File: src/rtl/hy_cnt_evt_q.sv
`default_nettype none
// ============================================================================
// Module      : hy_cnt_evt_q
// Description : Event capture queue for the hyCnt counter. A rising edge on
//               the counter's terminal-count interrupt snapshots the counter
//               value together with a free-running timestamp. Snapshots go
//               into a small first-word-fall-through FIFO and are handed to
//               the consumer over a valid/ready handshake. Events dropped
//               because the queue was full are counted (saturating at 255).
//
// Ports       : clk        clock, all logic on the rising edge
//               rst        synchronous active-high reset
//               int_in     hyCnt interrupt level (edge-detected here)
//               cnt_in     hyCnt counter value, sampled on an event
//               en         capture enable (queue keeps draining when low)
//               clr        synchronous flush of the queue and loss counter
//               evt_valid  head entry available
//               evt_ready  consumer accepts the head entry
//               evt_cnt    head entry counter value
//               evt_stamp  head entry timestamp
//               evt_level  queue occupancy, 0..DEPTH
//               evt_lost   dropped-event count, saturating at 255
//
// Revision    : 1.0 - initial release
// ============================================================================
module hy_cnt_evt_q #(
    parameter int C_WIDTH     = 8,
    parameter int DEPTH       = 4,
    parameter int STAMP_WIDTH = 16
) (
    input  logic                       clk,
    input  logic                       rst,
    input  logic                       int_in,
    input  logic [C_WIDTH-1:0]         cnt_in,
    input  logic                       en,
    input  logic                       clr,
    output logic                       evt_valid,
    input  logic                       evt_ready,
    output logic [C_WIDTH-1:0]         evt_cnt,
    output logic [STAMP_WIDTH-1:0]     evt_stamp,
    output logic [$clog2(DEPTH):0]     evt_level,
    output logic [7:0]                 evt_lost
);

    localparam int c_PTR_W = $clog2(DEPTH);
    localparam int c_LVL_W = c_PTR_W + 1;

    // ------------------------------------------------------------------------
    // State
    // ------------------------------------------------------------------------
    logic                       r_int_d;
    logic [STAMP_WIDTH-1:0]     r_stamp;
    logic [c_PTR_W-1:0]         r_wr_ptr;
    logic [c_PTR_W-1:0]         r_rd_ptr;
    logic [c_LVL_W-1:0]         r_level;
    logic [7:0]                 r_lost;

    logic [C_WIDTH-1:0]         r_mem_cnt   [DEPTH];
    logic [STAMP_WIDTH-1:0]     r_mem_stamp [DEPTH];

    // ------------------------------------------------------------------------
    // Control decode
    // ------------------------------------------------------------------------
    logic w_event;
    logic w_full;
    logic w_empty;
    logic w_pop;
    logic w_push;
    logic w_drop;

    assign w_event = int_in & ~r_int_d & en;
    assign w_full  = (r_level == c_LVL_W'(DEPTH));
    assign w_empty = (r_level == '0);

    // A pop frees the head slot in the same edge, so a full queue can still
    // take an event when the consumer is draining. When full, the write
    // pointer equals the read pointer: the popped head is overwritten by the
    // new tail entry, which is safe because the head was already presented.
    assign w_pop   = ~clr & ~w_empty & evt_ready;
    assign w_push  = ~clr & w_event & (~w_full | w_pop);
    assign w_drop  = ~clr & w_event & w_full & ~w_pop;

    // ------------------------------------------------------------------------
    // Edge detect and timestamp: only reset affects these, not clr.
    // int_d resets high so an interrupt already asserted at reset release
    // does not look like a fresh edge.
    // ------------------------------------------------------------------------
    always_ff @(posedge clk) begin
        if (rst) begin
            r_int_d <= 1'b1;
            r_stamp <= '0;
        end else begin
            r_int_d <= int_in;
            r_stamp <= r_stamp + STAMP_WIDTH'(1);
        end
    end

    // ------------------------------------------------------------------------
    // Queue bookkeeping
    // ------------------------------------------------------------------------
    always_ff @(posedge clk) begin
        if (rst || clr) begin
            r_wr_ptr <= '0;
            r_rd_ptr <= '0;
            r_level  <= '0;
            r_lost   <= '0;
        end else begin
            if (w_push) begin
                r_wr_ptr <= r_wr_ptr + c_PTR_W'(1);
            end
            if (w_pop) begin
                r_rd_ptr <= r_rd_ptr + c_PTR_W'(1);
            end
            if (w_push && !w_pop) begin
                r_level <= r_level + c_LVL_W'(1);
            end else if (w_pop && !w_push) begin
                r_level <= r_level - c_LVL_W'(1);
            end
            if (w_drop && (r_lost != 8'hFF)) begin
                r_lost <= r_lost + 8'd1;
            end
        end
    end

    // ------------------------------------------------------------------------
    // Storage: contents need no reset, only the pointers qualify them.
    // ------------------------------------------------------------------------
    always_ff @(posedge clk) begin
        if (w_push) begin
            r_mem_cnt[r_wr_ptr]   <= cnt_in;
            r_mem_stamp[r_wr_ptr] <= r_stamp;
        end
    end

    // ------------------------------------------------------------------------
    // Outputs: head entry falls through directly from storage.
    // ------------------------------------------------------------------------
    assign evt_valid = ~w_empty;
    assign evt_cnt   = r_mem_cnt[r_rd_ptr];
    assign evt_stamp = r_mem_stamp[r_rd_ptr];
    assign evt_level = r_level;
    assign evt_lost  = r_lost;

endmodule
`default_nettype wire
File: config.mk
export PLATFORM = sky130hd
export DESIGN_NAME = hy_cnt_evt_q
export DESIGN_NICKNAME = d
export VERILOG_FILES = /design/src/rtl/hy_cnt_evt_q.sv
export SDC_FILE = /design/constraint.sdc
export NUM_CORES = 1
export LEC_CHECK = 0
export BUFFER_PORTS_ARGS = -buffer_cell sky130_fd_sc_hd__buf_2
export CAP_MARGIN = 30
export CORE_UTILIZATION = 30
export DETAILED_ROUTE_END_ITERATION = 6
export PLACE_DENSITY = 0.46
export REMOVE_ABC_BUFFERS = 1
export SYNTH_ARGS = -nofsm -noshare
export SYNTH_HDL_FRONTEND = slang
export SYNTH_SLANG_ARGS = --single-unit
File: constraint.sdc
create_clock -name clk -period 2.1 [get_ports clk]
set_input_delay 0 -clock clk [delete_from_list [all_inputs] [get_ports clk]]
set_output_delay 0 -clock clk [all_outputs]
set_load 0.02 [all_outputs]
==> impl_metrics.toml <==
[run_status]
outcome = "complete, no violations"

[pwr]
p_sw_share_pct = 19.3
p_switching_mw = 1.11
power.density_nw_per_um2 = 901
p_leak_nw = 2.18
power_frac_seq_pct = 47.9
clock_power_share_pct = 50.3
p_comb_share_pct = 1.8
finalPower_mw = 5.77
power.internal_mw = 4.65
ir_worst_vdd_v = 0.000571

[final_layout]
antenna_cells = 0
final_util_pct = 39.9
layout_commonest_cell = "edfxtp_1"
nets = 405
drive_above_1_share_pct = 35.7
final_cell_mix = "edfxtp_1, buf_2, dfxtp_1"
synthToLayoutAreaGrowth_pct = 28.4

[critical_path]
crit_arrival_ps = 2400
path_cells = "or3_4 -> nand3b_1 -> ha_2 -> inv_2 -> fa_2 -> xor2_1 -> or3_1 -> a21oi_2"
worstPathMaxFanout = 2
worstRegToRegCells = 8
cp.required_ps = 2450
cp-start-kind = "register"
max_stage_delay_ps = 390
r2r_setup_slack_ps = 40
critPathKind = "register to register"
slowest_stage = "or3_4"
r2r_start = "evt_level[2]"
worstReg2RegEnd = "evt_level[2]"
crit_path_end_kind = "register"

[timing]
drv_slew = 0
setup_viol = 0
rsz0062_at_grt = "true"
setup_tns_ps = 0
skew_ps = 6.11
finalHoldViolations = 0
hold-worst-slack_ps = 51.7
max_freq_ghz = 0.486
finalCritPeriodShare_pct = 97.9
worst_slew_pin_slew_ps = 393
slew_headroom_pct = 73.8
min_period_ps = 2060

[floorplanning]
die_area_um2 = 17100
dieWidth_um = 131
std_cell_rows = 46
start_util_pct = 31.1
core_um2 = 16100
ios = 50
die_h_um = 131

[hold_path]
hold_class = "input pin to register"
hold_end = "r_rd_ptr[1]"
hold_path_depth = 4
worstHoldStart = "clr"

[global_route]
grt_max_degree = 25
grtUsageTotal_pct = 12.0
grt_pass1_vias = 2757
grt_pass1_wl_um = 14600
antenna_found_initial = 0
grt_remaining_overflow = 0

[clock_network]
clk_pin_slew_ps = 50
insertion_delay_ps = 410
clock_path_buffers = 2
htree_levels = 4
cts_root_buffer = "clkbuf_16"
cts.sinks = 130
cts_buffers = 17
cts_tree = "built"

[synth]
synth.distinct_cells = 36
ys.flop_type = "edfxtp_1"
netlist_area_um2 = 4990
synth_area_leaders = "edfxtp_1, dfxtp_1, mux4_2"
synthDominantCellAreaShare_pct = 57.8
yosysSeqAreaShare_pct = 71.5
avgSynthCellArea_um2 = 17.2
ys_ff_latch = 130
synthCells = 290
synthArstFlopShare_pct = 0
synth_warnings = 0
synth_largest_area_cell = "edfxtp_1"
synth-edff-count = 96

[routing]
totalWireLength_um = 9190
ant_nets = 0
post_drt_wl_per_cell_um = 15.0
drc_errors = 0
vias = 2768
first_pass_iters = 4
drt_iter0_markers = 130
viasPerCell = 4.53

[placed_design]
dp_hpwl_um = 5420
gp_congestion = 0.732
port_buffers = 49

[flow_run]
cap_violations = 0
metrics by stage:
stage / setup WS [ps] / instance area [um2] / cells
3_5_place_dp: -66.3 / 5620 / 561
4_1_cts: 58.4 / 6380 / 610
3_3_place_gp: -41.9 / 5620 / 561
6_report: 44.0 / 6400 / 611
5_1_grt: -68.9 / 6400 / 611
2_1_floorplan: -287 / 4940 / 279
layout make-up:
class                      instances  area [um2]
multi-input combinational        143        1380
sequential                       130        3560
timing repair buffer              85         578
tap                              216         270
inverter                           6        22.5
fill                            1480        9660
clock inverter                    14         165
clock buffer                      17         425
worst max-delay path: cells and delay by family (launching register included):
kind	cells	cell delay [ps]
flip-flops	1	320
adder cells (fa/ha/maj)	2	530
XOR/XNOR	1	150
buffers and inverters	1	40
AO/OA/AOI/OAI	1	120
AND/OR/NAND/NOR	3	830
kinds of logic (layout without fill, tap and decap cells):
kind of cell / Yosys count / after routing / share of synthesized area (%)
flops: 130 / 130 / 71.5
simple gates: 70 / 70 / 7.68
mux: 27 / 27 / 11.4
compound gates: 19 / 19 / 2.56
xor+xnor: 19 / 19 / 3.34
buf+inv: 17 / 122 / 1.35
fa+ha+maj: 8 / 8 / 2.16
Yosys cell counts, drive strengths merged, types with 2 or more instances:
master	number
a21oi	8
and2	4
buf	4
clkbuf	7
dfxtp	34
edfxtp	96
ha	7
inv	6
mux2i	3
mux4	24
nand2	5
nand3	8
nand4	4
nor2	24
nor3	4
nor4	3
o2111ai	2
o21ai	7
or2	2
or3	8
xnor2	11
xor2	8
power by group through the flow:
stage	Combinational [mW]	Clock, mW	Sequential [mW]
after floorplan	0.0383	0	2.82
after global placement	0.0843	0	2.82
after detailed placement	0.0858	0	2.82
after CTS	0.104	2.99	2.76
after global routing	0.115	3.11	2.76
final	0.104	2.90	2.76
what timing repair did:
action                     CTS  global route
hold buffers                10             0
setup buffers                8             1
setup endpoints to repair    1             4
gates resized for setup      3             3
pin swaps                    2             4
hold endpoints to repair    47             0
routing by layer:
metal | wire (um) | vias up | GRT usage, %
met5 | 0 | - | 0
met4 | 100 | 0 | 5.27
met3 | 479 | 10 | 4.85
met2 | 4470 | 63 | 19.5
met1 | 4140 | 1374 | 14.1
li1 | - | 1321 | -
worst max-delay path by stage:
stage	startpoint	endpoint
6_report	evt_level[2]	evt_level[2]
5_1_grt	evt_level[2]	evt_level[2]
4_1_cts	evt_level[2]	evt_level[2]
3_5_place_dp	evt_level[2]	evt_level[2]
3_3_place_gp	evt_level[2]	evt_level[2]
2_1_floorplan	evt_level[0]	evt_level[2]
flip-flops by register name (all words and copies together) (netlist names), named ones only:
signal / flops
r_mem_cnt: 32
evt_level: 3
r_int_d: 1
r_wr_ptr: 2
r_stamp: 16
evt_lost: 8
r_mem_stamp: 64
r_rd_ptr: 2
Note: power is estimated with default switching activity, not from simulation.
